<file path="src/rtl/msx_slot_expander.sv">
// MSX primary/secondary slot decoder with page-table address translation and
// a req/ack memory sequencer that stretches the CPU cycle with wait.
module msx_slot_expander #(
  parameter int          ADDR_W   = 25,
  parameter int          TO_W     = 8,
  parameter int          TIMEOUT  = 200,
  parameter logic [7:0]  PSL_PORT = 8'hA8
) (
  input  logic              clk,
  input  logic              reset,
  input  logic [3:0]        expanded,
  input  logic [15:0]       cpu_addr,
  input  logic [7:0]        cpu_dout,
  input  logic              cpu_rd,
  input  logic              cpu_wr,
  input  logic              cpu_mreq,
  input  logic              cpu_iorq,
  input  logic              cpu_m1,
  output logic [7:0]        cpu_din,
  output logic              cpu_wait,
  input  logic              cfg_we,
  input  logic [5:0]        cfg_addr,
  input  logic [ADDR_W-13:0] cfg_data,
  output logic              mem_req,
  output logic              mem_we,
  output logic [ADDR_W-1:0] mem_addr,
  output logic [7:0]        mem_wdata,
  input  logic [7:0]        mem_rdata,
  input  logic              mem_ack,
  output logic              timeout_err,
  output logic [1:0]        active_slot,
  output logic [1:0]        active_subslot
);

  localparam int              BASE_W  = ADDR_W - 14;
  localparam int              ENTRY_W = ADDR_W - 12;
  localparam logic [TO_W-1:0] TO_LAST = TO_W'(TIMEOUT - 1);

  typedef enum logic [1:0] {
    IDLE = 2'd0,
    REQ  = 2'd1,
    DONE = 2'd2
  } state_t;

  state_t state;
  state_t state_next;

  // Slot registers and page table storage
  logic [7:0]         psl;
  logic [7:0]         ssl [4];
  logic [63:0]        entry_valid;
  logic [ENTRY_W-2:0] page_store [64];

  logic [TO_W-1:0]    to_cnt;

  // Decode helpers
  logic [1:0]         page;
  logic [7:0]         sub_byte;
  logic [5:0]         entry_idx;
  logic [ENTRY_W-2:0] entry_word;
  logic               entry_ok;
  logic               entry_writable;
  logic [BASE_W-1:0]  entry_base;
  logic [1:0]         ssl_slot;
  logic               ssl_hit;
  logic               psl_hit;
  logic               mem_cycle;
  logic               start;
  logic               timeout_hit;

  assign page = cpu_addr[15:14];

  // Resolve which primary slot and effective subslot the current page maps to
  always_comb begin
    active_slot    = psl[{page, 1'b0} +: 2];
    sub_byte       = ssl[active_slot];
    active_subslot = expanded[active_slot] ? sub_byte[{page, 1'b0} +: 2] : 2'b00;
  end

  assign entry_idx      = {active_slot, active_subslot, page};
  assign entry_ok       = entry_valid[entry_idx];
  assign entry_word     = page_store[entry_idx];
  assign entry_writable = entry_word[ENTRY_W-2];
  assign entry_base     = entry_word[BASE_W-1:0];

  // FFFFh always lies in page 3, so the subslot register belongs to psl[7:6]
  assign ssl_slot    = psl[7:6];
  assign ssl_hit     = cpu_mreq & (cpu_addr == 16'hFFFF) & expanded[ssl_slot];
  assign psl_hit     = cpu_iorq & ~cpu_m1 & (cpu_addr[7:0] == PSL_PORT);
  assign mem_cycle   = cpu_mreq & (cpu_rd | cpu_wr) & ~ssl_hit;
  // rd and wr together count as a write, so writability gates on cpu_wr alone
  assign start       = mem_cycle & entry_ok & (~cpu_wr | entry_writable);
  assign timeout_hit = (to_cnt == TO_LAST);

  // State register
  always_ff @(posedge clk or posedge reset) begin
    if (reset) begin
      state <= IDLE;
    end else begin
      state <= state_next;
    end
  end

  // Next-state logic plus handshake outputs; wait rises combinationally on detect
  always_comb begin
    state_next = state;
    mem_req    = 1'b0;
    cpu_wait   = 1'b0;
    case (state)
      IDLE: begin
        if (start) begin
          state_next = REQ;
          cpu_wait   = ~reset;
        end
      end
      REQ: begin
        mem_req  = 1'b1;
        cpu_wait = 1'b1;
        if (mem_ack || timeout_hit) begin
          state_next = DONE;
        end
      end
      DONE: begin
        if (!cpu_mreq || !(cpu_rd || cpu_wr)) begin
          state_next = IDLE;
        end
      end
      default: state_next = IDLE;
    endcase
  end

  // Primary slot register: writable whenever no memory access is in flight
  always_ff @(posedge clk or posedge reset) begin
    if (reset) begin
      psl <= 8'h00;
    end else if (psl_hit && cpu_wr && state != REQ) begin
      psl <= cpu_dout;
    end
  end

  // Subslot registers, one per primary slot, written through FFFFh
  always_ff @(posedge clk or posedge reset) begin
    if (reset) begin
      for (int i = 0; i < 4; i++) begin
        ssl[i] <= 8'h00;
      end
    end else if (state == IDLE && ssl_hit && cpu_wr) begin
      ssl[ssl_slot] <= cpu_dout;
    end
  end

  // Valid bits live in flops so reset can invalidate the whole table at once
  always_ff @(posedge clk or posedge reset) begin
    if (reset) begin
      entry_valid <= '0;
    end else if (cfg_we) begin
      entry_valid[cfg_addr] <= cfg_data[ENTRY_W-1];
    end
  end

  // Writable flag and base are kept in plain RAM without reset
  always_ff @(posedge clk) begin
    if (cfg_we) begin
      page_store[cfg_addr] <= cfg_data[ENTRY_W-2:0];
    end
  end

  // Access datapath: latch the request on detect, return read data or abort
  always_ff @(posedge clk or posedge reset) begin
    if (reset) begin
      to_cnt      <= '0;
      cpu_din     <= 8'hFF;
      mem_we      <= 1'b0;
      mem_addr    <= '0;
      mem_wdata   <= 8'h00;
      timeout_err <= 1'b0;
    end else begin
      case (state)
        IDLE: begin
          if (psl_hit && cpu_rd) begin
            cpu_din <= psl;
          end else if (ssl_hit && cpu_rd && !cpu_wr) begin
            cpu_din <= ~ssl[ssl_slot];
          end else if (mem_cycle && !entry_ok && !cpu_wr) begin
            cpu_din <= 8'hFF;
          end
          if (start) begin
            mem_addr  <= {entry_base, cpu_addr[13:0]};
            mem_we    <= cpu_wr;
            mem_wdata <= cpu_dout;
            to_cnt    <= '0;
          end
        end
        REQ: begin
          to_cnt <= to_cnt + TO_W'(1);
          if (mem_ack) begin
            if (!mem_we) begin
              cpu_din <= mem_rdata;
            end
          end else if (timeout_hit) begin
            cpu_din     <= 8'hFF;
            timeout_err <= 1'b1;
          end
        end
        default: begin
        end
      endcase
    end
  end

endmodule

</file>
<file path="config.mk">
export PLATFORM = sky130hd
export DESIGN_NAME = msx_slot_expander
export DESIGN_NICKNAME = d
export VERILOG_FILES = /design/src/rtl/msx_slot_expander.sv
export SDC_FILE = /design/constraint.sdc
export NUM_CORES = 1
export LEC_CHECK = 0
export CAP_MARGIN = 20
export CORE_UTILIZATION = 50
export CTS_BUF_LIST = sky130_fd_sc_hd__clkbuf_4 sky130_fd_sc_hd__clkbuf_8
export DETAILED_ROUTE_END_ITERATION = 7
export PLACE_DENSITY_LB_ADDON = 0.12
export REMOVE_ABC_BUFFERS = 1
export SETUP_SLACK_MARGIN = 0.5
export SLEW_MARGIN = 15
export SYNTH_ARGS = -nofsm -noshare
export SYNTH_HDL_FRONTEND = slang
export SYNTH_SLANG_ARGS = --single-unit
</file>
<file path="constraint.sdc">
create_clock -name clk -period 6.5 [get_ports clk]
set_clock_uncertainty 0.2 [all_clocks]
set_input_delay 1.3 -clock clk [delete_from_list [all_inputs] [get_ports clk]]
set_output_delay 1.3 -clock clk [all_outputs]
set_load 0.02 [all_outputs]
</file>
==> metrics.yaml <==
synth_area_leaders: "edfxtp_1 62%, mux4_2 13%, dfrtp_1 10%, mux2_2 3.6%, nand2_1 2.2%"
p_leak_uw: 0.0150
synth_cells: 2000
io_buffer_count: 112
setup_slack_ns: 0.568
synthFlopType: "edfxtp_1"
drc: 0
cts_buffers: 153
synth-edff-count: 768
die_w_um: 275
insertion_delay_ns: 0.79
synth-simple-area-share_pct: 5.25
critPathLaunchType: "input port"
power.internal_uw: 10100
grt_max_degree: 110
path_buf_inv: 4
antenna_found_initial: 4
relSlewSlack_pct: 26.4
clockPowerShare_pct: 38.3
crit_type: "in2out"
yosys_register_bits: 925
vias: 20100
ys.warnings.count: 0
dp_slack_ns: 0.0942
finalPower_uw: 13200
synth_top_family_by_area: "multiplexers"
worstHoldEndpoint: "timeout_err$_DFFE_PP0P_"
max_stage_delay_ns: 0.56
ant_nets: 0
synth_most_common_cell: "edfxtp_1"
final_util_pct: 58.7
slowest_stage: "mux4_2"
p_seq_share_pct: 51.6
dr.pass1.iters: 5
stdcell_count: 3351
synth_top_area_share_pct: 61.7
synth_compound_area_share_pct: 2.18
slew_violations: 0
hold_depth: 1
seq_area_um2: 27000
synth_area_um2: 37400
tightestPinTransition_ns: 1.10
initial_core_util_pct: 50.9
rr_worst_depth: 13
ctsLongestPathBuffers: 3
hold_viol: 0
min_period_over_period_pct: 91.3
fillers: 5438
worstPathRequired_ns: 5.00
syn_avg_cell_area_um2: 18.7
worst_path_dominant_cell_family: "multiplexers"
cp_max_fo: 12
setup-violations-final: 0
cts_tree: "done"
cap_violations: 0
grt_pass1_wl_um: 135000
clk_pin_slew_worst_paths_ns: 0.06
drt_iter0_drc: 1911
p_sw_share_pct: 23.4
synth_xor_area_share_pct: 0
hold_buffers: 0
hold_start: "timeout_err$_DFFE_PP0P_"
rows: 99
power.switching_uw: 3080
routed_wl_um: 91600
hold_class: "reg2reg"
synth_area_leader_cell: "edfxtp_1"
io_pins: 113
endpoint_kind: "output port"
netlist-cell-type-count: 57
vdd_drop_max_v: 0.000230
r2r-end: "mem_addr[19]$_DFFE_PP0P_"
rsz0062_at_grt: "no"
cts.htree.levels: 4
crit_chain: "buf_8 > mux4_2 > mux2i_1 > mux2_4 > or3_4 > clkbuf_8 > clkinv_4 > nand2_1 > and3_1 > a211o_1 > o2111ai_2 > a41o_1 > clkbuf_2"
gp_congestion: 0.842
async_reset_ff_share_pct: 17.0
detail_route.wl_per_cell_um: 27.3
die_y_um: 275
die_area_um2: 75800
place_inst: 3062
clock-root-buffer: "clkbuf_8"
grt-ovfl-total: 0
fin_nets: 2333
final_layout_size_suffix_gt1_share_pct: 33.4
ff2ff_setup_slack_ns: 1.85
multiInputGateArea_um2: 9830
yosysSeqAreaShare_pct: 72.3
crit_arrival_ns: 4.43
synth_mux_area_share_pct: 18.7
whs_ns: 0.263
vias_per_cell: 6.00
dp_hpwl_um: 54600
synth_commonest_cells: "768 x edfxtp_1, 223 x mux4_2, 219 x nand2_1"
grt_pass1_vias: 20600
comb_power_share_pct: 10.1
area_delta_synth_final_pct: 15.4
worstReg2RegStart: "psl[4]$_DFFE_PP0P_"
min_period_ns: 5.93
powerDensity_nw_per_um2: 305
fmax_mhz: 169
status: "finished clean"
clock_sinks: 925
synth-adder-area-share_pct: 0.0335
track_usage_pct: 24.8
core_um2: 73500
[worst max-delay path by stage]
stage / from / end / slack, ns / depth (start not counted)
2_1_floorplan: cpu_addr[14] / cpu_wait / -1.60 / 10
3_3_place_gp: cpu_addr[14] / cpu_wait / 0.11 / 12
3_5_place_dp: cpu_addr[14] / cpu_wait / 0.09 / 12
4_1_cts: cpu_addr[14] / cpu_wait / 0.51 / 12
5_1_grt: cpu_addr[14] / cpu_wait / 0.50 / 13
6_report: cpu_addr[14] / cpu_wait / 0.57 / 13
[power groups by stage]
stage	clock (uW)	sequential (uW)	combinational (uW)
final	5040	6800	1330
after global routing	5400	6820	1410
after CTS	5140	6800	1340
after detailed placement	0	6910	1330
after global placement	0	6900	1310
after floorplan	0	7010	553
[worst reg2reg max path: cells and delay by family, from the launching register on]
kind                   cells  cell delay, ns
AO/OA/AOI/OAI              3            1.34
buffers and inverters      3            0.64
flip-flops                 1            0.44
multiplexers               4            1.19
AND/OR/NAND/NOR            3            0.76
[registers in the layout (all words and copies together), names as in the netlist]
name and count:
psl 8, timeout_err 1, mem_addr 25, mem_we 1
state 2, cpu_din 8, entry_valid 64, to_cnt 8
page_store 768, mem_wdata 8, ssl 32
[metrics by stage]
stage | cell area (um^2) | TNS (ns)
floorplan | 36800 | -45.03
global placement | 40000 | 0
detailed placement | 40000 | 0
CTS | 43100 | 0
global route | 43100 | 0
finish | 43100 | 0
[what timing repair did]
item	in CTS	in global routing
pin swaps	1	2
buffers inserted	7	3
resized for setup	3	4
endpoints found under the setup margin	1	1
[layer usage]
metal | GRT usage, % | up-vias | routed length (um)
met2 | 38.2 | 795 | 43300
met4 | 8.36 | 6 | 2460
met1 | 35.4 | 10600 | 39700
met3 | 5.43 | 138 | 6200
met5 | 0 | - | 37
li1 | - | 8554 | -
[layout by cell type, fill, tap and decap left out, types with 61 or more instances in the layout]
cell | synthesis | routed
dfrtp_1 | 149 | 149
buf_4 | 3 | 119
nor2_1 | 72 | 66
mux2_2 | 118 | 118
clkbuf_8 | 0 | 168
clkbuf_4 | 0 | 70
mux4_2 | 223 | 223
edfxtp_1 | 768 | 768
clkdlybuf4s50_1 | 0 | 96
nand3_1 | 61 | 61
nand2_1 | 219 | 219
[logic make-up after synthesis]
kind of cell	Yosys count
adder cells (fa/ha/maj)	1
AND/OR/NAND/NOR	439
AO/OA/AOI/OAI	114
multiplexers	388
buffers and inverters	133
flip-flops	925
[cell type report]
| cell class | count | area share, % |
|---|---|---|
| sequential | 925 | 62.6 |
| multi-input combinational | 942 | 22.8 |
| clock buffer | 237 | 6.55 |
| timing repair buffer | 232 | 4.63 |
| tap | 959 | 2.78 |
| clock inverter | 41 | 0.522 |
| inverter | 14 | 0.145 |
| antenna | 1 | 0.00580 |
(Power assumes the default switching activity.)
